--- src/rtl/store_2_hex.sv ---
// Keypad digit store: each synchronized enter press shifts hex_in into the guess
// or actual-password register, selected by is_guessing_pw.
module store_2_hex (
  input  logic        clk,
  input  logic        reset,
  input  logic [3:0]  hex_in,
  input  logic        is_guessing_pw,
  input  logic        enter,
  output logic [15:0] guess_pw,
  output logic [15:0] actual_pw
);

  logic enter_s1, enter_s2, enter_d;
  logic press;

  // enter is an asynchronous button, so it crosses into clk through two flops
  always_ff @(posedge clk or posedge reset) begin
    if (reset) begin
      enter_s1 <= 1'b0;
      enter_s2 <= 1'b0;
      enter_d  <= 1'b0;
    end else begin
      enter_s1 <= enter;
      enter_s2 <= enter_s1;
      enter_d  <= enter_s2;
    end
  end

  assign press = enter_s2 & ~enter_d;

  // hex_in and is_guessing_pw are held stable by the user for the whole press
  always_ff @(posedge clk or posedge reset) begin
    if (reset) begin
      guess_pw  <= 16'h0000;
      actual_pw <= 16'h0000;
    end else if (press) begin
      if (is_guessing_pw) guess_pw  <= {guess_pw[11:0], hex_in};
      else                actual_pw <= {actual_pw[11:0], hex_in};
    end
  end

endmodule

--- config.mk ---
export PLATFORM = sky130hd
export DESIGN_NAME = store_2_hex
export DESIGN_NICKNAME = d
export VERILOG_FILES = /design/src/rtl/store_2_hex.sv
export SDC_FILE = /design/constraint.sdc
export NUM_CORES = 1
export LEC_CHECK = 0
export BUFFER_PORTS_ARGS = -buffer_cell sky130_fd_sc_hd__buf_2
export CAP_MARGIN = 20
export CORE_MARGIN = 5
export CORE_UTILIZATION = 49
export CTS_CLUSTER_SIZE = 16
export DETAILED_ROUTE_END_ITERATION = 6
export PLACE_DENSITY_LB_ADDON = 0.2
export REMOVE_ABC_BUFFERS = 1
export SYNTH_ARGS = -nofsm -noshare
export SYNTH_HDL_FRONTEND = slang
export SYNTH_SLANG_ARGS = --single-unit
--- constraint.sdc ---
create_clock -name clk -period 2 [get_ports clk]
set_input_delay 0.1 -clock clk [delete_from_list [all_inputs] [get_ports clk]]
set_output_delay 0.1 -clock clk [all_outputs]
set_load 0.01 [all_outputs]
==> results.txt, run 1 <==
----------------------------------------------------
[Status]
  Result of the run ... complete, no violations

[Timing]
  Worst path setup slack after routing ... 0.670 ns
  Slew Limit Fails ... 0
  Final hold vios ... 0
  Unrepaired setup endpoints after global routing ... no
  Tmin final ... 1.33 ns
  Worst slew margin relative to its limit ... 0.719
  Setup TNS after final layout ... 0 ns
  Pin slew with the least headroom to its limit ... 0.421 ns
  Highest Clock Rate ... 0.752 GHz
  Period utilisation layout ... 0.665
  Clock skew ... 0.00249 ns
  Number of endpoints failing setup at the final stage ... 0
  Final Hold Slack ... 0.0143 ns

[GRT]
  Pin count of the biggest net entering global routing ... 36
  Via count of the first global-routing pass ... 765
  Global-route usage over all layers ... 0.132
  Overall overflow remaining after global route ... 0
  First-pass GRT wire length ... 3430 um
  Antenna violations before repair ... 0

[Synthesis]
  Ranking of synthesized cells by area ... sky130_fd_sc_hd__dfrtp_1, sky130_fd_sc_hd__mux2_2, sky130_fd_sc_hd__nand3b_4
  Netlist cell types ... 7
  Cell taking the most area after synthesis ... sky130_fd_sc_hd__dfrtp_1
  Gate count after technology mapping ... 72
  Register bit count reported by yosys ... 35
  Area fraction of the dominant cell type after synthesis ... 0.676
  Post-Synthesis Cell Area ... 1290 um^2
  Mapped Avg Cell Area ... 18.0 um^2
  Sequential share of the synthesized area ... 0.676
  Yosys warning total ... 0

[Setup path]
  Endpoint required time on the critical path ... 2.22 ns
  Source of the worst register-to-register timing path ... enter_s2
  CP Data Arrival Time ... 1.55 ns
  Startpoint-to-endpoint class of the critical path ... flop to flop
  Sort of element at the end of the critical path ... flop
  Kind of launch point of the worst setup path ... flop
  Crit-path max FO ... 16
  Internal reg-to-reg setup slack ... 0.67 ns
  Worst setup path start ... enter_s2

[Worst hold path]
  Hold Startpoint ... hex_in[2]
  Hold crit path type ... input pin to flop

[Power]
  Pleak ... 0.804 nW
  Power per cell area ... 1300 nW/um^2
  Total power draw ... 2.11 mW
  Maximum vdd drop ... 0.00100 V

[CTS]
  Reg clk slew, reported paths ... 0.09 ns
  Clock latency of the later-clocked register in the worst-skew pair ... 0.32 ns
  H-Tree Depth ... 2
  Clock buffers created by TritonCTS ... 5
  CTS tree ... built
  Clock sink count ... 35
  Post-CTS Setup Inserts ... 0
  Root buffer cell ... sky130_fd_sc_hd__clkbuf_4
  Quantity of hold-fixing buffers added after cts ... 3
  CTS resizes ... 0
  Deepest clock path buffer count ... 2

[Flow run]
  Max_cap viols ... 0

[Place]
  DPL Wire Length ... 1520 um
  Number of I/O port buffers ... 39
  Standard cell area after detailed placement ... 1530 um^2
  RePlAce Congestion ... 0.619
  Placed cell count ... 141
  Pre-CTS WS ... 0.675 ns

[Cells and area]
  Layout cells sized above 1 ... 0.672
  Commonest cells after routing, fill and taps aside ... sky130_fd_sc_hd__buf_2, sky130_fd_sc_hd__dfrtp_1, sky130_fd_sc_hd__mux2_2, sky130_fd_sc_hd__clkbuf_4, sky130_fd_sc_hd__dlygate4sd3_1
  Most common library cell in the layout ignoring fill and taps ... sky130_fd_sc_hd__buf_2
  Post-Layout Cell Count ... 152
  Util after Layout ... 0.650
  Multi-input gate area in the final layout ... 399 um^2
  Fillers ... 196
  Number of nets at the end of the flow ... 129
  Antenna fix cells ... 0
  Register cell area after layout ... 876 um^2
  Synth-to-Final Area Change ... 25.5%
  Post-route cell area ... 1630 um^2

[Floorplanning]
  Area of the core region ... 2500 um^2
  Number of primary I/O pins ... 40
  Die height ... 61.4 um
  Site row count ... 18
  Floorplan die area ... 3770 um^2
  Die width ... 61.4 um
  Starting utilization of the core area ... 0.518

[Detailed routing]
  Iteration-0 DRC Markers ... 11
  Wire length per cell after detailed routing ... 14.0 um
  Wire length on met3 ... 214 um
  Total via count in the routed design ... 764
  Total iterations of the first detailed-routing run ... 3
  Routed via count divided by cell count ... 5.03
  Number of nets still failing antenna checks after routing ... 0
  Routed wl met2 ... 1050 um
  Total Routed Length ... 2130 um
  Count of unresolved DRC violations after routing ... 0
  Top routing layer in use ... met4
  DRT met1 WL ... 820 um

----------------------------------------------------
## flip-flops by register name, indices dropped and copies added, names as in the netlist
register   cells
actual_pw     16
guess_pw      16
enter_d        1
enter_s2       1
enter_s1       1
## worst max-delay path, stage by stage, from the launching register on
cell and delay [ns]:
sky130_fd_sc_hd__dfrtp_1 0.42, sky130_fd_sc_hd__nor3b_4 0.19, sky130_fd_sc_hd__buf_4 0.25, sky130_fd_sc_hd__mux2_2 0.36
## path summary, 6_finish.rpt
kind,end,cells after the start
worst max-delay path,actual_pw[11],3
worst min-delay path,guess_pw[2],2
worst max register to register,actual_pw[11],3
worst min register to register,enter_s2,0
max in group asynchronous,actual_pw[15],4
min in group asynchronous,actual_pw[3],4
## report_power, final
part | switching, mW | internal, mW
registers | 0.134 | 0.940
logic | 0.280 | 0.339
clock network | 0.213 | 0.207
total | 0.627 | 1.49
## metal layers
metal / up-vias / global-route usage
met1: 379 / 0.142
met4: 0 / 0.0636
met3: 4 / 0.0671
met5: - / 0
li1: 351 / -
met2: 30 / 0.215
## logic make-up after synthesis
kind of cell,count (synthesis),share of synthesized area
flip-flops,35,0.676
multiplexers,32,0.278
buffers and inverters,3,0.0155
AND/OR/NAND/NOR,2,0.0300
## final cells by class
class / count / area share
flip-flops and latches: 35 / 0.539
multi-input cells: 34 / 0.246
inverters: 1 / 0.00231
clock buffers: 8 / 0.0423
well taps: 30 / 0.0231
repair buffers: 44 / 0.148
## cell usage after synthesis
master / number
sky130_fd_sc_hd__buf_2: 1
sky130_fd_sc_hd__buf_6: 1
sky130_fd_sc_hd__dfrtp_1: 35
sky130_fd_sc_hd__inv_1: 1
sky130_fd_sc_hd__mux2_2: 32
sky130_fd_sc_hd__nand3b_4: 1
sky130_fd_sc_hd__nor3b_4: 1
No activity file was read; power rests on OpenSTA's default activity.
==> inputs of run 2 (changes only) <==
--- a/config.mk
+++ b/config.mk
@@ -8,7 +8,7 @@
 export BUFFER_PORTS_ARGS = -buffer_cell sky130_fd_sc_hd__buf_2
 export CAP_MARGIN = 20
 export CORE_MARGIN = 5
-export CORE_UTILIZATION = 49
+export CORE_UTILIZATION = 44
 export CTS_CLUSTER_SIZE = 16
 export DETAILED_ROUTE_END_ITERATION = 6
 export PLACE_DENSITY_LB_ADDON = 0.2
==> constraint.sdc (replaced) <==
create_clock -name clk -period 1.1 [get_ports clk]
set_input_delay 0.055 -clock clk [delete_from_list [all_inputs] [get_ports clk]]
set_output_delay 0.055 -clock clk [all_outputs]
set_load 0.01 [all_outputs]
==> results.txt, run 2 (synthesis gave the netlist of run 1 again) <==
----------------------------------------------------
[Place]
  RePlAce Congestion ... 0.644 (+4.2%)
  Number of I/O port buffers ... 39 (unchanged)
  DPL Wire Length ... 1510 um (-0.55%)
  Placed cell count ... 144 (+2.1%)

[Setup path]
  CP Data Arrival Time ... 1.47 ns (-0.08 ns)
  Startpoint-to-endpoint class of the critical path ... flop to flop
  Sort of element at the end of the critical path ... flop
  Source of the worst register-to-register timing path ... enter_d
  Endpoint required time on the critical path ... 1.31 ns (-0.91 ns)
  Internal reg-to-reg setup slack ... -0.17 ns (-0.84 ns)
  Endpoint of the lowest-slack register-to-register path ... actual_pw[10]
  Kind of launch point of the worst setup path ... flop
  Number of cells traversed by the worst register-to-register path ... 3 (unchanged)
  Crit-path max FO ... 16 (unchanged)

[CTS]
  Reg clk slew, reported paths ... 0.09 ns (about the same)
  Clock buffers created by TritonCTS ... 5 (unchanged)
  CTS tree ... built
  Deepest clock path buffer count ... 2 (unchanged)
  Root buffer cell ... sky130_fd_sc_hd__clkbuf_4
  H-Tree Depth ... 2 (unchanged)
  Clock latency of the later-clocked register in the worst-skew pair ... 0.32 ns (about the same)
  Clock sink count ... 35 (unchanged)

[Floorplanning]
  Die height ... 64.3 um (+4.6%)
  Number of primary I/O pins ... 40 (unchanged)
  Site row count ... 19 (+1)
  Die width ... 64.3 um (+4.6%)
  Area of the core region ... 2780 um^2 (+11%)
  Floorplan die area ... 4130 um^2 (+9.5%)
  Starting utilization of the core area ... 0.466 (-0.0524)

[GRT]
  Overall overflow remaining after global route ... 0 (unchanged)
  Global-route usage over all layers ... 0.123 (-0.00837)
  Via count of the first global-routing pass ... 852 (+11%)
  First-pass GRT wire length ... 3870 um (+13%)
  Antenna violations before repair ... 0 (unchanged)
  Pin count of the biggest net entering global routing ... 20 (-44%)

[Power]
  Maximum vdd drop ... 0.00167 V (+67%)
  Pleak ... 0.840 nW (+4.5%)
  Power per cell area ... 2180 nW/um^2 (+68%)
  Total power draw ... 3.68 mW (+74%)

[Timing]
  Period utilisation layout ... 1.15 (+0.486)
  Unrepaired setup endpoints after global routing ... yes
  Clock skew ... 0.00410 ns (+0.00161 ns)
  Number of endpoints failing setup at the final stage ... 32 (+32)
  Setup TNS after final layout ... -3.88 ns (-3.88 ns)
  Final hold vios ... 0 (unchanged)
  Highest Clock Rate ... 0.790 GHz (+5.0%)
  Worst path setup slack after routing ... -0.166 ns (-0.837 ns)
  Slew Limit Fails ... 0 (unchanged)
  Worst slew margin relative to its limit ... 0.842 (+0.122)
  Pin slew with the least headroom to its limit ... 0.237 ns (-0.184 ns)
  Tmin final ... 1.27 ns (-0.0632 ns)

[Detailed routing]
  Total iterations of the first detailed-routing run ... 2 (-1)
  Iteration-0 DRC Markers ... 1 (-10)
  Number of nets still failing antenna checks after routing ... 0 (unchanged)
  Total Routed Length ... 2190 um (+3.2%)
  Routed via count divided by cell count ... 5.01 (-0.27%)
  Count of unresolved DRC violations after routing ... 0 (unchanged)
  Total via count in the routed design ... 792 (+3.7%)
  Wire length per cell after detailed routing ... 13.9 um (-0.67%)

[Worst hold path]
  Hold Startpoint ... is_guessing_pw
  Endpoint of the worst hold path ... guess_pw[10]
  Hold crit path type ... input pin to flop
  Number of instances on the worst hold path ... 3 (+1)

[Cells and area]
  Most common library cell in the layout ignoring fill and taps ... sky130_fd_sc_hd__buf_2
  Layout cells sized above 1 ... 0.661 (-0.0107)
  Fillers ... 226 (+15%)
  Commonest cells after routing, fill and taps aside ... sky130_fd_sc_hd__buf_2, sky130_fd_sc_hd__dfrtp_1, sky130_fd_sc_hd__mux2_2, sky130_fd_sc_hd__dlygate4sd3_1, sky130_fd_sc_hd__clkbuf_4
  Number of nets at the end of the flow ... 136 (+5.4%)
  Synth-to-Final Area Change ... 30.3%
  Antenna fix cells ... 0 (unchanged)
  Leading registers by flop count ... actual_pw x16, guess_pw x16
  Post-Layout Cell Count ... 158 (+3.9%)

[Flow run]
  Max_cap viols ... 0 (unchanged)

[Status]
  Result of the run ... finished with violations
  Failing checks ... setup timing

----------------------------------------------------
-- run 2: cell count changes in the layout (fill, tap and decap cells not counted) --
| cell | previous run | this run |
|---|---|---|
| sky130_fd_sc_hd__dlygate4sd3_1 | 3 | 6 |
| sky130_fd_sc_hd__buf_4 | 2 | 4 |
| sky130_fd_sc_hd__clkbuf_8 | 2 | 0 |
| sky130_fd_sc_hd__buf_12 | 0 | 1 |
| sky130_fd_sc_hd__mux2_2 | 32 | 31 |
| sky130_fd_sc_hd__mux2_4 | 0 | 1 |
| sky130_fd_sc_hd__nand3b_4 | 1 | 2 |
-- run 2: worst max-delay path, stage by stage (launching register included) --
cell	delay, ns
sky130_fd_sc_hd__dfrtp_1	0.41
sky130_fd_sc_hd__nor3b_4	0.23
sky130_fd_sc_hd__buf_12	0.18
sky130_fd_sc_hd__mux2_2	0.33
-- run 2: worst max-delay path by stage --
stage,from,endpoint,slack [ns],depth (start not counted)
2_1_floorplan,enter_d,actual_pw[0],-0.34,2
3_5_place_dp,enter_d,actual_pw[9],-0.17,3
5_1_grt,enter_d,actual_pw[8],-0.22,3
4_1_cts,enter_d,actual_pw[10],-0.18,3
6_report,enter_d,actual_pw[10],-0.17,3
3_3_place_gp,enter_d,actual_pw[6],-0.14,3
-- run 2: area by class of cell --
type,count,area (um^2),share of cell area
Tap cell,31,38.8,0.0230
Clock buffer,6,41.3,0.0245
Sequential cell,35,876,0.519
Timing Repair Buffer,50,305,0.181
Inverter,1,3.75,0.00222
Multi-Input combinational cell,35,423,0.251
-- run 2: repair_timing --
action	4_1_cts	5_1_grt
gates cloned	1	0
endpoints found under the hold margin	44	0
endpoints found under the setup margin	32	32
hold buffers	6	0
buffers inserted	1	0
resized for setup	2	0
-- run 2: per-stage QoR --
| step | util | cell area [um^2] | hold WS [ns] | setup slack, ns |
|---|---|---|---|---|
| final | 0.607 | 1690 | 0.233 | -0.166 |
| after detailed placement | 0.559 | 1560 | 0.0972 | -0.165 |
| after global routing | 0.607 | 1690 | 0.229 | -0.223 |
| after floorplan | - | 1280 | 0.0864 | -0.337 |
| after CTS | 0.607 | 1690 | 0.222 | -0.179 |
| after global placement | 0.559 | 1560 | 0.0860 | -0.144 |
-- run 2: power breakdown --
| part | switching [mW] | internal (mW) |
|---|---|---|
| sequential | 0.240 | 1.71 |
| combinational | 0.512 | 0.643 |
| clock | 0.352 | 0.227 |
| total | 1.10 | 2.58 |
-- run 2: routing by layer --
metal / up-vias / track usage / wire, um / part of all wire
met5: - / 0 / 0 / 0
met4: 0 / 0.0763 / 55 / 0.025
met3: 9 / 0.0543 / 219 / 0.10
met2: 30 / 0.184 / 1090 / 0.50
met1: 383 / 0.145 / 828 / 0.38
li1: 370 / - / - / -
